[src/rtl/fifo_pack_pkg.sv]
// Shared types and default sizing for the FIFO read-side packer.
package fifo_pack_pkg;

  localparam int unsigned DIN_W_DEF = 8;
  localparam int unsigned RATIO_DEF = 4;
  localparam int unsigned LANE_W    = $clog2(RATIO_DEF + 1);

  typedef enum logic {FILL, DRAIN} state_e;

endpackage

[src/rtl/fifo_rd_packer.sv]
// Pops entries from a one-cycle-latency FIFO read port and packs RATIO of them
// into a wide valid/ready beat; flush emits a partial word with a keep mask.
module fifo_rd_packer
  import fifo_pack_pkg::*;
#(
  parameter int unsigned DIN_W = DIN_W_DEF,
  parameter int unsigned RATIO = RATIO_DEF
) (
  input  logic                   clk,
  input  logic                   rst_n,
  input  logic                   fifo_empty,
  output logic                   fifo_rd_en,
  input  logic [DIN_W-1:0]       fifo_dout,
  input  logic                   flush,
  output logic                   flush_ack,
  output logic                   out_valid,
  input  logic                   out_ready,
  output logic [DIN_W*RATIO-1:0] out_data,
  output logic [RATIO-1:0]       out_keep,
  output logic [15:0]            words_out
);

  localparam int unsigned CNT_W = $clog2(RATIO + 1);
  localparam int unsigned IDX_W = $clog2(RATIO);

  state_e                         state_q, state_d;
  logic [CNT_W-1:0]               lane_cnt_q, lane_cnt_d;
  logic                           inflight_q;
  logic [RATIO-1:0][DIN_W-1:0]    pack_q, pack_d;
  logic                           out_valid_q, out_valid_d;
  logic [DIN_W*RATIO-1:0]         out_data_q, out_data_d;
  logic [RATIO-1:0]               out_keep_q, out_keep_d;
  logic                           flush_ack_q, flush_ack_d;
  logic [15:0]                    words_q, words_d;
  logic [CNT_W-1:0]               pending;
  logic                           out_free;
  logic                           xfer;
  logic                           drain_done;

  // Lanes already claimed, counting the read whose data lands next cycle.
  assign pending  = lane_cnt_q + CNT_W'(inflight_q);
  assign out_free = !out_valid_q || out_ready;

  // Gated by rst_n so no read strobe escapes while the block is held in reset.
  assign fifo_rd_en = rst_n && (state_q == FILL) && !fifo_empty &&
                      (pending < CNT_W'(RATIO));

  always_comb begin
    state_d     = state_q;
    lane_cnt_d  = lane_cnt_q;
    pack_d      = pack_q;
    out_valid_d = out_valid_q;
    out_data_d  = out_data_q;
    out_keep_d  = out_keep_q;
    flush_ack_d = 1'b0;
    words_d     = words_q;
    xfer        = 1'b0;
    drain_done  = 1'b0;

    if (out_valid_q && out_ready) begin
      words_d     = words_q + 16'd1;
      out_valid_d = 1'b0;
    end

    if (inflight_q) begin
      pack_d[IDX_W'(lane_cnt_q)] = fifo_dout;
      lane_cnt_d                 = lane_cnt_q + CNT_W'(1);
    end

    case (state_q)
      FILL: begin
        xfer = out_free && (lane_cnt_q == CNT_W'(RATIO));
        if (flush) state_d = DRAIN;
      end
      DRAIN: begin
        if (!inflight_q) begin
          if (lane_cnt_q == '0) begin
            drain_done = 1'b1;
          end else if (out_free) begin
            xfer       = 1'b1;
            drain_done = 1'b1;
          end
        end
      end
      default: state_d = FILL;
    endcase

    if (drain_done) begin
      state_d     = FILL;
      flush_ack_d = 1'b1;
    end

    // Cleared pack lanes guarantee unused lanes of a partial word read as zero.
    if (xfer) begin
      out_valid_d = 1'b1;
      out_data_d  = pack_q;
      for (int unsigned i = 0; i < RATIO; i++) begin
        out_keep_d[i] = (CNT_W'(i) < lane_cnt_q);
      end
      lane_cnt_d = '0;
      pack_d     = '0;
    end
  end

  always_ff @(posedge clk or negedge rst_n) begin
    if (!rst_n) begin
      state_q     <= FILL;
      lane_cnt_q  <= '0;
      inflight_q  <= 1'b0;
      pack_q      <= '0;
      out_valid_q <= 1'b0;
      out_data_q  <= '0;
      out_keep_q  <= '0;
      flush_ack_q <= 1'b0;
      words_q     <= '0;
    end else begin
      state_q     <= state_d;
      lane_cnt_q  <= lane_cnt_d;
      inflight_q  <= fifo_rd_en;
      pack_q      <= pack_d;
      out_valid_q <= out_valid_d;
      out_data_q  <= out_data_d;
      out_keep_q  <= out_keep_d;
      flush_ack_q <= flush_ack_d;
      words_q     <= words_d;
    end
  end

  assign out_valid = out_valid_q;
  assign out_data  = out_data_q;
  assign out_keep  = out_keep_q;
  assign flush_ack = flush_ack_q;
  assign words_out = words_q;

endmodule

[config.mk]
export PLATFORM = sky130hd
export DESIGN_NAME = fifo_rd_packer
export DESIGN_NICKNAME = d
export VERILOG_FILES = /design/src/rtl/fifo_pack_pkg.sv /design/src/rtl/fifo_rd_packer.sv
export SDC_FILE = /design/constraint.sdc
export NUM_CORES = 1
export LEC_CHECK = 0
export ABC_AREA = 1
export CAP_MARGIN = 0
export CORE_MARGIN = 3
export CORE_UTILIZATION = 50
export DETAILED_ROUTE_END_ITERATION = 8
export PLACE_DENSITY_LB_ADDON = 0.1
export RECOVER_POWER = 50
export SYNTH_ARGS = -nofsm -noshare
export SYNTH_HDL_FRONTEND = slang
export SYNTH_SLANG_ARGS = --single-unit
[constraint.sdc]
create_clock -name clk -period 2.2 [get_ports clk]
set_clock_uncertainty 0.1 [all_clocks]
set_input_delay 0.44 -clock clk [delete_from_list [all_inputs] [get_ports clk]]
set_output_delay 0.44 -clock clk [all_outputs]
set_load 0.02 [all_outputs]
; ---- After elaboration in Yosys (flattened, before gate mapping)
; Index checks and enable logic that the tools add are counted.
[word_totals]
romBits = 0
regBits = 91
input_bits = 13
latch_bits = 0
word_cells = 56
mem_count = 0
mem_bits_rw = 0
out_inout_bits = 55
[op_classes]
eq_ne = 1
n_addsub = 3
n_lt_le_gt_ge = 7
mul = 0
bitwise = 1
n_reduce_logical = 12
div = 0
mux = 20
n_shift = 0
[ops]
columns = op, n
row1 = 2-to-1 mux 32 bit, 2
row2 = bitwise mux 32 bit, 1
row3 = adder 16 x 1 -> 16 bit (second input constant), 1
row4 = demux 8 bit (select 2 bit), 1
row5 = 2-to-1 mux 1 bit, 12
row6 = 2-to-1 mux 8 bit, 1
row7 = logical AND 1 bit, 6
row8 = less-than comparator 1 x 3 -> 1 bit (first input constant), 2
row9 = less-than comparator 2 x 3 -> 1 bit (first input constant), 2
row10 = 2-to-1 mux 3 bit, 2
row11 = nonzero test 2 bit, 2
row12 = adder 3 x 1 -> 3 bit, 1
row13 = adder 3 x 1 -> 3 bit (second input constant), 1
row14 = equality test 3 bit (second input constant), 1
row15 = zero test 3 bit, 1
row16 = less-than comparator 2 x 3 -> 1 bit (second input constant), 1
row17 = less-than comparator 3 bit (second input constant), 1
row18 = greater-or-equal comparator 2 x 1 -> 1 bit (second input constant), 1
row19 = zero test 1 bit, 2
row20 = case mux 1 bit (2 select lines), 1
row21 = logical OR 1 bit, 1
row22 = NOT 1 bit, 1

; ---- Logic depth before layout (Yosys ltp)
; Gate-level depths: netlist of the first run.
[logic_depth]
depth_word = 7
mapped_depth = 11

; ---- Least setup slack after synthesis of the first run
; OpenSTA, ideal clock, no wires.
[synth_path]
kind = flip-flop to flip-flop
startpoint = register lane_cnt_q[0]
endpoint = register pack_q[0] in the netlist's numbering
slack_ps = 437
required_ps = 1981
arrival_time_ps = 1544
period_less_slack_ps = 1763
n_path_buf = 3
stages_incl_launch_ff = 12
path_cell_list = dfrtp_1 inv_1 ha_1 buf_4 inv_2 nor2_1 o21ai_1 nand2_2 inv_2 buf_6 buf_6 a21oi_2
[synth_between]
elab_chain_len = 7
[synth_lines]
columns = item, line_no
row1 = "start, declared", fifo_rd_packer.sv:27  ; logic [CNT_W-1:0] lane_cnt_q, lane_cnt_d;
row2 = "start signal, assigned", fifo_rd_packer.sv:118  ; lane_cnt_q <= lane_cnt_d;
row3 = less-than comparator 2 x 3 -> 1 bit (implied by the code) / greater-or-equal comparator 2 x 1 -> 1 bit (equally long branches), fifo_rd_packer.sv:66  ; pack_d[IDX_W'(lane_cnt_q)] = fifo_dout;
row4 = logical AND 1 bit (implied by the code), fifo_rd_packer.sv:66
row5 = 2-to-1 mux 8 bit (implied by the code), fifo_rd_packer.sv:66
row6 = demux 8 bit (select 2 bit), fifo_rd_packer.sv:66
row7 = bitwise mux 32 bit, fifo_rd_packer.sv:66
row8 = 2-to-1 mux 32 bit, fifo_rd_packer.sv:65  ; if (inflight_q) begin
row9 = 2-to-1 mux 32 bit, fifo_rd_packer.sv:94  ; if (xfer) begin
row10 = "end signal, assigned", fifo_rd_packer.sv:120  ; pack_q <= pack_d;
row11 = "end, declared", fifo_rd_packer.sv:29  ; logic [RATIO-1:0][DIN_W-1:0] pack_q, pack_d;
; Several ways; a longest one is shown, not always the timed one. The select of a mux whose other input is x is not followed.
; A chain may end at the register's enable or synchronous reset.

; ---- Worst setup path in the final report of the first run
[layout_path]
startpoint = input fifo_empty
endpoint = output fifo_rd_en
[layout_between]
elab_chain_len = 3
[layout_lines]
columns = item, line_no
row1 = "start, declared", fifo_rd_packer.sv:11  ; input logic fifo_empty,
row2 = zero test 1 bit, fifo_rd_packer.sv:45  ; assign fifo_rd_en = rst_n && (state_q == FILL) && !fifo_empty &&
row3 = logical AND 1 bit (2 in series), fifo_rd_packer.sv:45
row4 = "end, declared", fifo_rd_packer.sv:12  ; output logic fifo_rd_en,
; No other way between the ends.

==> qor.log, run 1 <==
qor: placement.post-place-ws -0.149 ns
qor: sta.timing.final.max_slew_violations 0
qor: placement.post-dp-hpwl 5.48 mm
qor: cts.clkLatencyLatePin 0.35 ns
qor: status.run_status completed
qor: route.drt_first_iter_violations 171
qor: grt.antenna_found_initial 0
qor: grt.grt_pass1_vias 2900
qor: synth.yosys_register_bits 91
qor: layout.layout-area-overhead-vs-synth 24.9%
qor: synth.syn-mean-instance-area 9.17 µm²
qor: worst_setup_path.worst_ep_arrival_time 1.51 ns
qor: sta.worst_slew_pin_slew 1.20 ns
qor: cts.tritoncts_clock_tree done
qor: sta.timing.setup.tns 0 ns
qor: worst_setup_path.crit_start fifo_empty
qor: sta.setup_viol 0
qor: layout.drive_above_1_share 9.29%
qor: synth.synthDominantCellAreaShare 58.8%
qor: floorplanning.io_pins 68
qor: synth.dominant_combinational_cell_family_by_area_after_synthesis simple AND/OR/NAND/NOR gates
qor: route.route.detailed.wl_per_inst 13.8 µm
qor: floorplanning.die_width 94.0 µm
qor: power.p_leak 2.29 nW
qor: grt.track_usage 19.8%
qor: sta.rsz_0062_raised_after_global_routing false
qor: route.post-route-drc-count 0
qor: layout.fillCellCount 608
qor: floorplanning.starting_density_of_the_core 52.5%
qor: worst_setup_path.cp-end-kind primary output
qor: power.power_density 1240 mW/mm²
qor: route.wirelength 8.21 mm
qor: route.postRouteAntennaNets 0
qor: placement.place.port_buffers 67
qor: cts.clkSlewWorstSetupHoldPaths 0.08 ns
qor: worst_setup_path.critPathRequiredTime 1.66 ns
qor: synth.synth.lib_cells_used.distinct 23
qor: floorplanning.floorplan.die.height 94.0 µm
qor: synth.synth-seq-area-share 58.8%
qor: cts.clkSinkCount 91
qor: synth.synthSimpleGateAreaFrac 24.2%
qor: run.maxCapViolations 0
qor: cts.ctsRootBufferMaster clkbuf_8
qor: floorplanning.design.die.area 0.00883 mm²
qor: synth.synth_xor_xnor_area_share 2.94%
qor: synth.synth_area_leader_cell dfrtp_1
qor: worst_hold_path.min-delay-path-class in -> reg
qor: synth.ys_top_cells_by_area dfrtp_1 (59%), nand2_1 (16%), nand3_1 (4.8%)
qor: placement.place_congestion 0.815
qor: synth.syn_nets 440
qor: synth.muxShareOfSynthArea 0.291%
qor: sta.slew_headroom 20.2%
qor: sta.fin_hold_ws 0.358 ns
qor: worst_setup_path.timing.setup.critical_path_class in -> out
qor: grt.grt_pass1_wl 13.8 mm
qor: grt.grt_overflow 0
qor: floorplanning.floorplan.core_area 0.00737 mm²
qor: layout.num-nets-final 508
qor: route.drt-pass1-iter-count 4
qor: synth.yosys.area_share.adder 1.62%
qor: worst_setup_path.crit_fanout 2
qor: cts.number_of_buffers_created_by_cts 9
qor: power.ir_worst_vdd 608 µV
qor: cts.number_of_buffers_on_the_longest_clock_path 2
qor: worst_setup_path.worstReg2RegStart lane_cnt_q[1]$_DFFE_PN0P_
qor: layout.finalCoreUtilization 65.6%
qor: sta.post-route-min-period 2.05 ns
qor: sta.hold_violations 0
qor: floorplanning.num_rows 31
qor: route.via_per_inst 5.01
qor: power.total_power 5.99 mW
qor: synth.number_of_instances_in_the_synthesized_netlist 422
qor: synth.synth-compound-area-share 7.56%
qor: synth.warning_count_from_the_yosys_run 0
qor: layout.diodes 0
qor: worst_setup_path.worstSetupStartpointType input pin
qor: worst_hold_path.holdCritStartpoint rst_n
qor: sta.final.setup.worst_slack 0.150 ns
qor: cts.htree_levels 3
qor: sta.final.period_utilization 93.2%
qor: synth.netlist_area_before_placement 0.00387 mm²
qor: grt.maximum_number_of_pins_on_one_net_before_global_route_repair 92
qor: route.detailroute.via_count 2978
qor: sta.maxClockFrequency 488 MHz
==> cells in the final DEF, fill, tap and decap left out, types with 2 or more instances in the layout <==
cell / netlist / final
clkdlybuf4s50_1: 0 / 59
nor3_1: 3 / 3
inv_1: 14 / 15
nand3_1: 37 / 37
nor2_1: 22 / 22
buf_12: 0 / 2
xnor2_1: 7 / 7
a21oi_2: 20 / 20
nand2_1: 164 / 165
dlygate4sd3_1: 0 / 6
dfrtp_1: 91 / 91
clkinvlp_4: 0 / 2
clkbuf_8: 0 / 9
o21ai_0: 6 / 6
clkinv_2: 0 / 2
clkbuf_1: 5 / 3
buf_4: 1 / 7
nand4_1: 5 / 5
xor2_1: 6 / 6
a21oi_1: 15 / 15
ha_1: 5 / 5
==> what timing repair did <==
| action | CTS | global route |
|---|---|---|
| setup endpoints to repair | 1 | 0 |
| gates resized for setup | 1 | 0 |
| buffers inserted | 0 | 0 |
| hold buffers | 0 | 0 |
==> layer usage <==
layer,share of wire (%),global-route usage (%),vias up
li1,-,-,1477
met1,48,28.7,1417
met2,47,29.6,70
met3,4.2,3.69,14
met4,1.6,7.70,0
met5,0,0,-
==> power breakdown <==
group          switching (mW)  internal (mW)
clock network           0.578          0.526
logic                    1.45           1.01
registers               0.292           2.14
total                    2.32           3.67
==> area by class of cell <==
class	count	area [µm²]	area share [%]
clock buffers	10	128	2.64
clock inverters	6	63.8	1.32
inverters	16	60.1	1.24
multi-input cells	294	1410	29.3
flip-flops and latches	91	2280	47.1
well taps	99	124	2.56
repair buffers	78	767	15.9
==> stage by stage <==
stage | instances | area (µm²)
detailed placement | 578 | 4670
finish | 594 | 4830
floorplan | 422 | 3870
global placement | 578 | 4670
CTS | 594 | 4860
global route | 594 | 4830
==> flip-flops by register name (all words and copies together) (netlist names) <==
register / flops
lane_cnt_q: 3
out_data: 32
inflight_q: 1
out_keep: 4
out_valid: 1
flush_ack: 1
words_out: 16
pack_q: 32
state_q: 1
==> logic make-up after synthesis <==
| family | after synthesis |
|---|---|
| xor gates and xnor gates | 13 |
| DFF | 91 |
| AOI/OAI and AO/OA | 43 |
| buffers and inverters | 37 |
| adders and majority gates | 5 |
| and+or+nand+nor | 232 |
| muxes | 1 |
==> worst max-delay path, stage by stage <==
cell	delay, ns
clkdlybuf4s50_1	0.39
nor2_1	0.08
o211ai_1	0.09
a21oi_1	0.15
dlygate4sd2_1	0.35
==> cells in the mapped netlist <==
master and count:
o21ai_1 1, nor3_1 3, nand4_1 5, ha_1 5, nand2_2 1, nor2_1 22, inv_2 2, mux2_2 1
dfrtp_1 91, a21oi_1 15, buf_2 10, nand3_1 37, xnor2_1 7, a21oi_2 20, buf_6 3, inv_1 14
buf_1 2, clkbuf_1 5, buf_4 1, o211ai_1 1, o21ai_0 6, nand2_1 164, xor2_1 6
==> worst paths after layout <==
path                                                 end  depth (start not counted)  slack, ns
worst max-delay path                          fifo_rd_en                          5       0.15
worst min-delay path                inflight_q$_DFF_PN0_                          3       0.36
worst max register to register   out_data[6]$_DFFE_PN0N_                         11       0.32
worst min register to register   out_data[3]$_DFFE_PN0N_                          2       0.37
max in group asynchronous        out_keep[0]$_DFFE_PN0N_                          2       0.70
min in group asynchronous       words_out[9]$_DFFE_PN0P_                          2       0.55
Power figures use the tool's default switching activity.
==> run 2, diff against run 1 <==
- CTS_CLUSTER_DIAMETER: default -> 40
==> results of run 2 <==
No change in the layout: final DEF, timing and power equal those of run 1.
